### src/rtl/kanade_pkg.sv
// Shared definitions for the kanade memory path: access-mode encodings and the
// alignment rule used by both the request and response sides of the arbiter.
package kanade_pkg;

    localparam int unsigned ModeW = 3;

    typedef enum logic [ModeW-1:0] {
        ModeWord      = 3'd0,
        ModeByte      = 3'd1,
        ModeByteSign  = 3'd2,
        ModeHword     = 3'd3,
        ModeHwordSign = 3'd4
    } mode_e;

    // Codes 5..7 fall into the default arm and are handled as WORD.
    function automatic logic is_misaligned(logic [ModeW-1:0] mode, logic [1:0] off);
        logic mis;
        case (mode)
            ModeByte, ModeByteSign:   mis = 1'b0;
            ModeHword, ModeHwordSign: mis = off[0];
            default:                  mis = (off != 2'b00);
        endcase
        return mis;
    endfunction

endpackage

### src/rtl/kanade_load_align.sv
// Load extraction: picks the byte/half-word addressed by offset out of a RAM
// word and zero- or sign-extends it; WORD and undefined codes pass through.
module kanade_load_align
    import kanade_pkg::*;
#(
    parameter int unsigned DATA_W = 32
) (
    input  logic [DATA_W-1:0] data,
    input  logic [1:0]        offset,
    input  logic [ModeW-1:0]  mode,
    output logic [DATA_W-1:0] result
);

    logic [DATA_W-1:0] byte_sh;
    logic [DATA_W-1:0] half_sh;

    assign byte_sh = data >> {offset, 3'b000};
    assign half_sh = data >> {offset[1], 4'b0000};

    always_comb begin
        result = data;
        case (mode)
            ModeByte: begin
                result      = '0;
                result[7:0] = byte_sh[7:0];
            end
            ModeByteSign: begin
                result      = {DATA_W{byte_sh[7]}};
                result[7:0] = byte_sh[7:0];
            end
            ModeHword: begin
                result       = '0;
                result[15:0] = half_sh[15:0];
            end
            ModeHwordSign: begin
                result       = {DATA_W{half_sh[15]}};
                result[15:0] = half_sh[15:0];
            end
            default: result = data;
        endcase
    end

endmodule

### src/rtl/kanade_mem_arbiter.sv
// Round-robin arbiter sharing one single-port RAM between N_PORTS requesters,
// with store lane steering and a one-cycle registered load response.
module kanade_mem_arbiter
    import kanade_pkg::*;
#(
    parameter int unsigned N_PORTS = 2,
    parameter int unsigned ADDR_W  = 32,
    parameter int unsigned DATA_W  = 32
) (
    input  logic                        clk,
    input  logic                        reset,
    input  logic [N_PORTS-1:0]          req,
    input  logic [N_PORTS-1:0]          we,
    input  logic [N_PORTS*ADDR_W-1:0]   addr,
    input  logic [N_PORTS*ModeW-1:0]    mode,
    input  logic [N_PORTS*DATA_W-1:0]   wdata,
    output logic [N_PORTS-1:0]          gnt,
    output logic [N_PORTS-1:0]          rvalid,
    output logic [DATA_W-1:0]           rdata,
    output logic [N_PORTS-1:0]          misalign,
    output logic [ADDR_W-3:0]           ram_addr,
    output logic [DATA_W-1:0]           ram_wdata,
    output logic [DATA_W/8-1:0]         ram_byteen,
    output logic                        ram_wren,
    input  logic [DATA_W-1:0]           ram_q
);

    localparam int unsigned BE_W = DATA_W / 8;
    localparam int unsigned IdxW = (N_PORTS > 1) ? $clog2(N_PORTS) : 1;

    logic [IdxW-1:0]   ptr_q;
    logic              rsp_valid_q;
    logic [IdxW-1:0]   rsp_idx_q;
    logic [1:0]        rsp_off_q;
    logic [ModeW-1:0]  rsp_mode_q;
    logic              rsp_we_q;
    logic [ADDR_W-3:0] ram_addr_q;

    logic              gnt_found;
    logic              gnt_v;
    logic [IdxW-1:0]   gnt_idx;
    logic [ADDR_W-1:0] sel_addr;
    logic [ModeW-1:0]  sel_mode;
    logic              sel_we;
    logic [DATA_W-1:0] sel_wdata;
    logic              sel_mis;
    logic [DATA_W-1:0] byte_data;
    logic [DATA_W-1:0] half_data;
    logic              rsp_live;
    logic              rsp_mis;
    logic [DATA_W-1:0] load_data;

    function automatic logic [IdxW-1:0] wrap_inc(logic [IdxW-1:0] base, int unsigned step);
        int unsigned k;
        k = 32'(base) + step;
        if (k >= N_PORTS) k = k - N_PORTS;
        return k[IdxW-1:0];
    endfunction

    // First requester at or after the priority pointer wins.
    always_comb begin
        gnt_found = 1'b0;
        gnt_idx   = '0;
        for (int i = 0; i < N_PORTS; i++) begin
            if (!gnt_found && req[wrap_inc(ptr_q, 32'(i))]) begin
                gnt_found = 1'b1;
                gnt_idx   = wrap_inc(ptr_q, 32'(i));
            end
        end
    end

    assign gnt_v     = gnt_found & ~reset;
    assign sel_addr  = addr[gnt_idx*ADDR_W +: ADDR_W];
    assign sel_mode  = mode[gnt_idx*ModeW +: ModeW];
    assign sel_we    = we[gnt_idx];
    assign sel_wdata = wdata[gnt_idx*DATA_W +: DATA_W];
    assign sel_mis   = is_misaligned(sel_mode, sel_addr[1:0]);

    always_comb begin
        gnt = '0;
        if (gnt_v) gnt[gnt_idx] = 1'b1;
    end

    always_comb begin
        byte_data       = '0;
        byte_data[7:0]  = sel_wdata[7:0];
        half_data       = '0;
        half_data[15:0] = sel_wdata[15:0];
    end

    always_comb begin
        ram_wren   = gnt_v & sel_we & ~sel_mis;
        ram_byteen = '1;
        ram_wdata  = '0;
        if (reset) begin
            ram_addr = '0;
        end else if (gnt_v) begin
            ram_addr = sel_addr[ADDR_W-1:2];
        end else begin
            ram_addr = ram_addr_q;
        end
        if (ram_wren) begin
            case (sel_mode)
                ModeByte, ModeByteSign: begin
                    ram_byteen = BE_W'(1) << sel_addr[1:0];
                    ram_wdata  = byte_data << {sel_addr[1:0], 3'b000};
                end
                ModeHword, ModeHwordSign: begin
                    ram_byteen = BE_W'(3) << {sel_addr[1], 1'b0};
                    ram_wdata  = half_data << {sel_addr[1], 4'b0000};
                end
                default: begin
                    ram_byteen = '1;
                    ram_wdata  = sel_wdata;
                end
            endcase
        end
    end

    always_ff @(posedge clk) begin
        if (reset) begin
            ptr_q       <= '0;
            rsp_valid_q <= 1'b0;
            rsp_idx_q   <= '0;
            rsp_off_q   <= 2'b00;
            rsp_mode_q  <= ModeWord;
            rsp_we_q    <= 1'b0;
            ram_addr_q  <= '0;
        end else begin
            rsp_valid_q <= gnt_v;
            if (gnt_v) begin
                ptr_q      <= wrap_inc(gnt_idx, 1);
                rsp_idx_q  <= gnt_idx;
                rsp_off_q  <= sel_addr[1:0];
                rsp_mode_q <= sel_mode;
                rsp_we_q   <= sel_we;
                ram_addr_q <= sel_addr[ADDR_W-1:2];
            end
        end
    end

    kanade_load_align #(
        .DATA_W (DATA_W)
    ) u_load_align (
        .data   (ram_q),
        .offset (rsp_off_q),
        .mode   (rsp_mode_q),
        .result (load_data)
    );

    // Masking with reset drops a response whose grant came the cycle before reset.
    assign rsp_live = rsp_valid_q & ~reset;
    assign rsp_mis  = is_misaligned(rsp_mode_q, rsp_off_q);
    assign rdata    = (rsp_live && !rsp_we_q && !rsp_mis) ? load_data : '0;

    always_comb begin
        rvalid   = '0;
        misalign = '0;
        rvalid[rsp_idx_q]   = rsp_live;
        misalign[rsp_idx_q] = rsp_live & rsp_mis;
    end

endmodule

### config.mk
export PLATFORM = sky130hd
export DESIGN_NAME = kanade_mem_arbiter
export DESIGN_NICKNAME = d
export VERILOG_FILES = /design/src/rtl/kanade_pkg.sv /design/src/rtl/kanade_load_align.sv /design/src/rtl/kanade_mem_arbiter.sv
export SDC_FILE = /design/constraint.sdc
export NUM_CORES = 1
export LEC_CHECK = 0
export ABC_AREA = 1
export BUFFER_PORTS_ARGS = -buffer_cell sky130_fd_sc_hd__buf_2
export CAP_MARGIN = 20
export CORE_AREA = 4 4 109 111
export DETAILED_ROUTE_END_ITERATION = 8
export DIE_AREA = 0 0 113 115
export GPL_ROUTABILITY_DRIVEN = 0
export PLACE_DENSITY = 0.77
export SETUP_SLACK_MARGIN = 0.1
export SKIP_LAST_GASP = 1
export SYNTH_ARGS = -nofsm -noshare
export SYNTH_HDL_FRONTEND = slang
export SYNTH_SLANG_ARGS = --single-unit
### constraint.sdc
create_clock -name clk -period 1.6 [get_ports clk]
set_input_delay 0.24 -clock clk [delete_from_list [all_inputs] [get_ports clk]]
set_output_delay 0.24 -clock clk [all_outputs]
set_load 0.03 [all_outputs]
## Yosys cells after proc, flatten, opt, wreduce, memory -nomap -nowiden

Index checks and enable logic that the tools add are counted.

| word-level totals | value |
|---|---|
| output and inout bits | 105 |
| input port bits | 172 |
| register bits after elaboration | 39 |

| operators by class | value |
|---|---|
| multiplexer cells | 28 |
| multipliers | 1 |
| eq/ne operators | 8 |
| reductions and logical operators | 14 |
| add/sub/neg operators | 5 |
| order comparisons | 9 |
| bitwise operators | 9 |
| shift-type cells | 9 |

Operator list:

| cell | number |
|---|---|
| 32-bit case mux with 4 select lines | 1 |
| 64-bit by 7-bit variable part select with 32-bit output | 2 |
| 32-bit two-way mux | 2 |
| 32-bit case mux with 2 select lines | 1 |
| 30-bit two-way mux | 2 |
| 16-bit by 5-bit left shift with 32-bit output | 1 |
| 8-bit by 5-bit left shift with 32-bit output | 1 |
| 32-bit by 5-bit >> shifter with 16-bit output | 1 |
| 32-bit by 5-bit >> shifter with 8-bit output | 1 |
| 1-bit two-way mux | 15 |
| 3-bit by 2-bit equality test with 1-bit output (second input constant) | 4 |
| 1-bit by 2-bit < comparator with 1-bit output (second input constant) | 4 |
| 4-bit case mux with 2 select lines | 1 |
| 2-bit OR reduction | 4 |
| 3-bit by 1-bit equality test with 1-bit output (second input constant) | 2 |
| 3-bit equality test (second input constant) | 2 |
| 6-bit by 4-bit variable part select with 3-bit output | 1 |
| 1-bit bitwise AND | 5 |
| 1-bit logical AND | 5 |
| 1-bit by 1-bit adder with 2-bit output (second input constant) | 2 |
| 2-bit bitwise AND | 2 |
| 2-bit >= comparator (second input constant) | 2 |
| 4-bit two-way mux | 1 |
| 1-bit case mux with 2 select lines | 2 |
| 11 further kinds | 19 |

## Longest topological paths before layout

| depth | value |
|---|---|
| depth after elaboration | 16 |
| gate-level depth with buffers | 13 |
| depth with buffers taken out | 12 |

## Hierarchy

Synthesis repeated with hierarchy kept, for this count alone.

| second synthesis, totals | value |
|---|---|
| cells, all modules | 947 |
| area, all modules | 4789.6 µm² |

By module, submodules not included:

| module | cells each | sequential area each (µm²) | area an instance (µm²) | times used |
|---|---|---|---|---|
| kanade_mem_arbiter | 715 | 780.7 | 3756.1 | 1 |
| kanade_load_align | 232 | 0.0 | 1033.5 | 1 |

## Worst setup path after synthesis

No wires, ideal clock.

| timing path | value |
|---|---|
| kind | flip-flop to output port |
| from | reg ptr_q |
| to | out ram_addr[20] |
| slack | -626 ps |
| cell stages (with the launch flop) | 8 |
| arrival | 1986 ps |
| buffers on the path | 1 |
| required time | 1360 ps |
| cells stage by stage | dfxtp_1 -> inv_1 -> nand2_2 -> nand2_4 -> nor2_1 -> clkbuf_1 -> nand2_1 -> a31oi_1 |

| between the ends | value |
|---|---|
| cells in the longest elaborated chain, start to end | 11 |

Ends and longest elaborated chain:

| item | RTL line | text |
|---|---|---|
| from (decl) | kanade_mem_arbiter.sv:31 | `logic [IdxW-1:0] ptr_q;` |
| from (signal assigned) | kanade_mem_arbiter.sv:132 | `ptr_q <= wrap_inc(gnt_idx, 1);` |
| 1-bit by 2-bit >= comparator with 1-bit output or 1-bit subtractor (tied branches) | kanade_mem_arbiter.sv:56 | `if (k >= N_PORTS) k = k - N_PORTS;` |
| 1-bit two-way mux | kanade_mem_arbiter.sv:56 |  |
| 1-bit two-way mux (not written as such) (2 in series) | kanade_mem_arbiter.sv:65 | `if (!gnt_found && req[wrap_inc(ptr_q, 32'(i))]) begin` |
| 1-bit two-way mux | kanade_mem_arbiter.sv:65 |  |
| 1-bit zero test | kanade_mem_arbiter.sv:65 |  |
| 1-bit logical AND | kanade_mem_arbiter.sv:65 |  |
| 1-bit two-way mux | kanade_mem_arbiter.sv:65 |  |
| 64-bit by 7-bit variable part select with 32-bit output or 1-bit bitwise AND (tied branches) | kanade_mem_arbiter.sv:73, kanade_mem_arbiter.sv:72 |  |
| 30-bit two-way mux (*) (2 in series) | -- |  |
| to (decl) | kanade_mem_arbiter.sv:21 | `output logic [ADDR_W-3:0] ram_addr,` |

Mark *: on every way between the ends. The rest lies on a longest branch, timed or not. The select of a mux whose other input is x is not followed.

## Worst setup path after layout

| timing path | value |
|---|---|
| from | reg ptr_q |
| to | out ram_wdata[24] |

| between the ends | value |
|---|---|
| cells in the longest elaborated chain, start to end | 16 |

Ends and longest elaborated chain:

| item | RTL line | text |
|---|---|---|
| 1-bit by 2-bit >= comparator with 1-bit output or 1-bit subtractor (tied branches) | kanade_mem_arbiter.sv:56 |  |
| 1-bit two-way mux | kanade_mem_arbiter.sv:56 |  |
| 1-bit two-way mux (not written as such) (2 in series) | kanade_mem_arbiter.sv:65 |  |
| 1-bit two-way mux | kanade_mem_arbiter.sv:65 |  |
| 1-bit zero test | kanade_mem_arbiter.sv:65 |  |
| 1-bit logical AND | kanade_mem_arbiter.sv:65 |  |
| 1-bit two-way mux | kanade_mem_arbiter.sv:65 |  |
| 1-bit by 2-bit multiplier with 3-bit output | kanade_mem_arbiter.sv:74 | `assign sel_mode = mode[gnt_idx*ModeW +: ModeW];` |
| 6-bit by 4-bit variable part select with 3-bit output | kanade_mem_arbiter.sv:74 |  |
| 3-bit by 2-bit equality test with 1-bit output (tied with other cells) | kanade_pkg.sv:18, kanade_mem_arbiter.sv:103 |  |
| 2-bit OR reduction | kanade_pkg.sv:18, kanade_mem_arbiter.sv:103 |  |
| 1-bit case mux with 2 select lines | kanade_pkg.sv:18 | `case (mode)` |
| 1-bit inverter | kanade_mem_arbiter.sv:92 | `ram_wren = gnt_v & sel_we & ~sel_mis;` |
| 1-bit bitwise AND | kanade_mem_arbiter.sv:92 |  |
| 32-bit two-way mux (*) | kanade_mem_arbiter.sv:102 | `if (ram_wren) begin` |
| to (decl) | kanade_mem_arbiter.sv:22 | `output logic [DATA_W-1:0] ram_wdata,` |

Marked as above.

==> flow_summary_export.csv <==
group,metric,value,unit
critical_path,crit_path_max_fanout,4,
timing,layout_min_cycle_time,2.63,ns
power,report.power.total,6.42,mW
finish,synth_to_layout_area_growth,138,%
drt,wl_met1,10.8,mm
floorplan,chipWidth,113,um
floorplan,die_area,13000,um^2
synthesis,synth_top_cells_by_count,"sky130_fd_sc_hd__nand2_1, sky130_fd_sc_hd__nor2_1, sky130_fd_sc_hd__nand3_1",
grt,antenna_found_initial,4,
floorplan,initial_utilization,39.0,%
place,numPlacedInstances,1267,
worst_hold_path,worstHoldPathCells,3,
timing,rsz0062_at_grt,"true",
clock_network,clock_tree_from_tritoncts,"yes",
clock_network,cts_buffers,5,
synthesis,synth.ff_latch_count,39,
synthesis,synth_most_common_cell,"sky130_fd_sc_hd__nand2_1",
critical_path,timing.critical_path.slowest_stage_cell,"sky130_fd_sc_hd__dfxtp_2",
drt,via_density_per_instance,6.43,
synthesis,ys_top_cells_by_area,"sky130_fd_sc_hd__nand2_1, sky130_fd_sc_hd__dfxtp_1, sky130_fd_sc_hd__nor2_1, sky130_fd_sc_hd__nand3_1, sky130_fd_sc_hd__inv_1",
synthesis,yosys_warnings,0,
outcome,violations,"design-rule violations, negative setup slack",
timing,setup_violations,135,
synthesis,postSynth.asyncResetShare,0,%
floorplan,pin_count,277,
timing,timing.final.ws_setup,-1.03,ns
clock_network,path_clk_slew,0.10,ns
drt,drt.antenna.violating_nets,0,
critical_path,cell_repeated_most_along_the_worst_path,"sky130_fd_sc_hd__nand2_1",
synthesis,syn_nets,982,
drt,highest_routed_layer,"met5",
drt,post-route-drc-count,55,
clock_network,h-tree-depth,2,
worst_hold_path,hold_path_class,"input pin to flop",
synthesis,mapped_avg_cell_area,5.19,um^2
finish,post_layout_nonfiller_instances,1340,
drt,routed_wirelength,34.3,mm
timing,post-route-period-util,164,%
clock_network,cts_hold_buffers,0,
timing,finalHoldViolations,0,
critical_path,worst-endpoint-required,1.36,ns
synthesis,synth.lib_cells_used.distinct,32,
power,power.internal,3.22,mW
power,total_switching_power,3.19,mW
drt,detail_route.iter0.violations,1327,
synthesis,synth_top_area_share,26.8,%
synthesis,post-synth-top-area-cell,"sky130_fd_sc_hd__nand2_1",
finish,drive_gt1_share,63.3,%
timing,fmaxAchievable,380,MHz
clock_network,cts_root_buf,"sky130_fd_sc_hd__clkbuf_8",
synthesis,synth_ff_type,"sky130_fd_sc_hd__dfxtp_1",
outcome,status,"finished with violations",
grt,grt_first_pass_wirelength,37.7,mm
drt,drt_pass1_iterations,9,
critical_path,worst-setup-path-type,"flop to primary output",
grt,number_of_global_route_vias_before_repair,7222,
drt,avgRoutedWirePerCell,25.6,um
place,detailed_place_hpwl,14.2,mm
floorplan,core_area,10800,um^2
synthesis,synth_enable_flop_cells,0,
synthesis,seq_area_frac_synth,18.6,%
critical_path,crit_chain,"inv_4, buf_6, a21boi_4, buf_12, buf_12, nand2_1, nand2_2, nand2_4, nor2_1, nand2_1, nand2_1, nor2_2, nor2_4, buf_6",
critical_path,r2r_cells,12,
finish,layout.filler_cells,338,
drt,dr_wl_met3,4.67,mm
finish,final_net_count,1368,
power,power_frac_clock,12.8,%
timing,worst_clock_skew,0.0170,ns
finish,seq_area,800,um^2
timing,slew-limit-headroom,59.2,%
critical_path,critPathLaunchType,"flop",
drt,routed-via-count,8612,
timing,timing_max_transition_violations_final,0,
run,drv_cap,0,
power,power.share.combinational,69.9,%
grt,pin_count_of_the_biggest_net_entering_global_routing,38,
floorplan,die_h,115,um
power,leakage,4.82,nW
power,switching_share,49.8,%
grt,overflow,0,
clock_network,clockBufferDepth,2,
critical_path,timing.critical_path.slowest_cell_delay,0.37,ns
critical_path,crit_arrival,2.39,ns
clock_network,insertion_delay,0.30,ns
drt,routed-wl-met2,15.4,mm
synthesis,syn-instance-count,810,
power,cellPowerDensity,642,nW/um^2
power,reg_power_share,17.3,%
floorplan,std_cell_rows,38,
critical_path,cp_endpoint_kind,"primary output",
timing,worst_tran_pin_value,0.612,ns
place,io_buffer_count,276,
synthesis,synthesis.area,4210,um^2
finish,multi_input_area,4850,um^2
grt,grt_util_all_layers,35.5,%
power,ir_worst_vdd,0.708,mV
clock_network,clock_sink_count,39,
-- power groups by stage --
stage,sequential (mW),combinational (mW),clock (mW)
4_1_cts,1.08,3.50,0.742
6_report,1.11,4.49,0.821
3_3_place_gp,1.10,2.90,0
5_1_grt,1.11,4.59,0.834
2_1_floorplan,1.09,1.97,0
3_5_place_dp,1.10,2.93,0
-- logic make-up (layout without fill, tap and decap cells) --
logic type	Yosys count	in the layout	synth area share, %
compound gates	82	82	11.8
buf+inv	108	492	11.7
flops	39	39	18.6
mux	7	7	1.67
other cells	0	3	0
simple gates	574	577	56.3
-- per-stage QoR --
step / setup WS (ns) / util [%] / instance area, um^2 / hold WS, ns / TNS, ns
2_1_floorplan: -0.218 / - / 5230 / 0.445 / -12.75
3_3_place_gp: -0.689 / 67.6 / 7300 / 0.457 / -33.94
3_5_place_dp: -0.683 / 67.6 / 7300 / 0.470 / -36.82
4_1_cts: -0.702 / 82.1 / 8860 / 0.191 / -57.98
5_1_grt: -1.21 / 92.6 / 10000 / 0.216 / -87.08
6_report: -1.03 / 92.6 / 10000 / 0.209 / -84.04
-- repair_timing --
item,CTS,global route
cloned,10,10
resized for setup,318,204
pin swaps,41,75
setup endpoints to repair,133,137
endpoints found under the hold margin,0,0
buffers inserted,25,17
-- worst max-delay path: cells and delay by family (launching register included) --
family / cells / cell delay [ns]
flip-flops: 1 / 0.37
AND/OR/NAND/NOR: 8 / 0.97
buffers and inverters: 5 / 0.54
AO/OA/AOI/OAI: 1 / 0.19
-- per-layer routing --
layer | GRT usage (%) | vias up
li1 | - | 3351
met1 | 40.9 | 3885
met3 | 8.47 | 377
met2 | 62.6 | 997
met4 | 16.0 | 2
met5 | 0 | -
-- sequential cells by signal, indices dropped and copies added (netlist names) --
name and count:
rsp_mode_q 3, rsp_we_q 1, ram_addr_q 30, rsp_off_q 2
ptr_q 1, rsp_valid_q 1, rsp_idx_q 1
-- layout by cell type, fill, tap and decap left out, types with 2 or more instances in the layout --
cell type	count
sky130_fd_sc_hd__a21oi_1	16
sky130_fd_sc_hd__a21oi_2	2
sky130_fd_sc_hd__a21oi_4	2
sky130_fd_sc_hd__a22oi_2	3
sky130_fd_sc_hd__a31oi_4	19
sky130_fd_sc_hd__buf_12	22
sky130_fd_sc_hd__buf_16	7
sky130_fd_sc_hd__buf_2	171
sky130_fd_sc_hd__buf_4	91
sky130_fd_sc_hd__buf_6	123
sky130_fd_sc_hd__buf_8	3
sky130_fd_sc_hd__clkbuf_16	7
sky130_fd_sc_hd__clkbuf_8	7
sky130_fd_sc_hd__dfxtp_1	32
sky130_fd_sc_hd__dfxtp_2	3
sky130_fd_sc_hd__dfxtp_4	4
sky130_fd_sc_hd__diode_2	3
sky130_fd_sc_hd__inv_1	41
sky130_fd_sc_hd__inv_2	11
sky130_fd_sc_hd__inv_4	3
sky130_fd_sc_hd__inv_6	2
sky130_fd_sc_hd__mux2i_1	7
sky130_fd_sc_hd__nand2_1	188
sky130_fd_sc_hd__nand2_2	73
sky130_fd_sc_hd__nand2_4	46
sky130_fd_sc_hd__nand2_8	10
sky130_fd_sc_hd__nand3_1	44
sky130_fd_sc_hd__nand3_2	22
sky130_fd_sc_hd__nand3_4	11
sky130_fd_sc_hd__nand4_1	2
sky130_fd_sc_hd__nor2_1	77
sky130_fd_sc_hd__nor2_2	24
sky130_fd_sc_hd__nor2_4	69
sky130_fd_sc_hd__nor3_4	8
sky130_fd_sc_hd__o211ai_1	7
sky130_fd_sc_hd__o21ai_0	3
sky130_fd_sc_hd__o21ai_1	10
sky130_fd_sc_hd__o21ai_2	5
sky130_fd_sc_hd__o21ai_4	3
sky130_fd_sc_hd__o22ai_1	8
-- layout make-up --
class / instances / share of cell area (%)
Antenna cell: 3 / 0.0751
Clock buffer: 7 / 0.964
Clock inverter: 1 / 0.0751
Inverter: 58 / 2.40
Multi-Input combinational cell: 666 / 48.5
Sequential cell: 39 / 8.00
Tap cell: 140 / 1.75
Timing Repair Buffer: 426 / 38.2
-- worst paths after layout --
check,start,to,slack [ns]
worst max-delay path,ptr_q$_SDFFE_PP0P_,ram_wdata[24],-1.03
worst min-delay path,addr[4],ram_addr_q[2]$_DFF_P_,0.21
worst max register to register,ptr_q$_SDFFE_PP0P_,ram_addr_q[27]$_DFF_P_,-0.32
worst min register to register,rsp_we_q$_SDFFE_PP0P_,rsp_we_q$_SDFFE_PP0P_,0.52
Note: power is estimated with default switching activity, not from simulation.
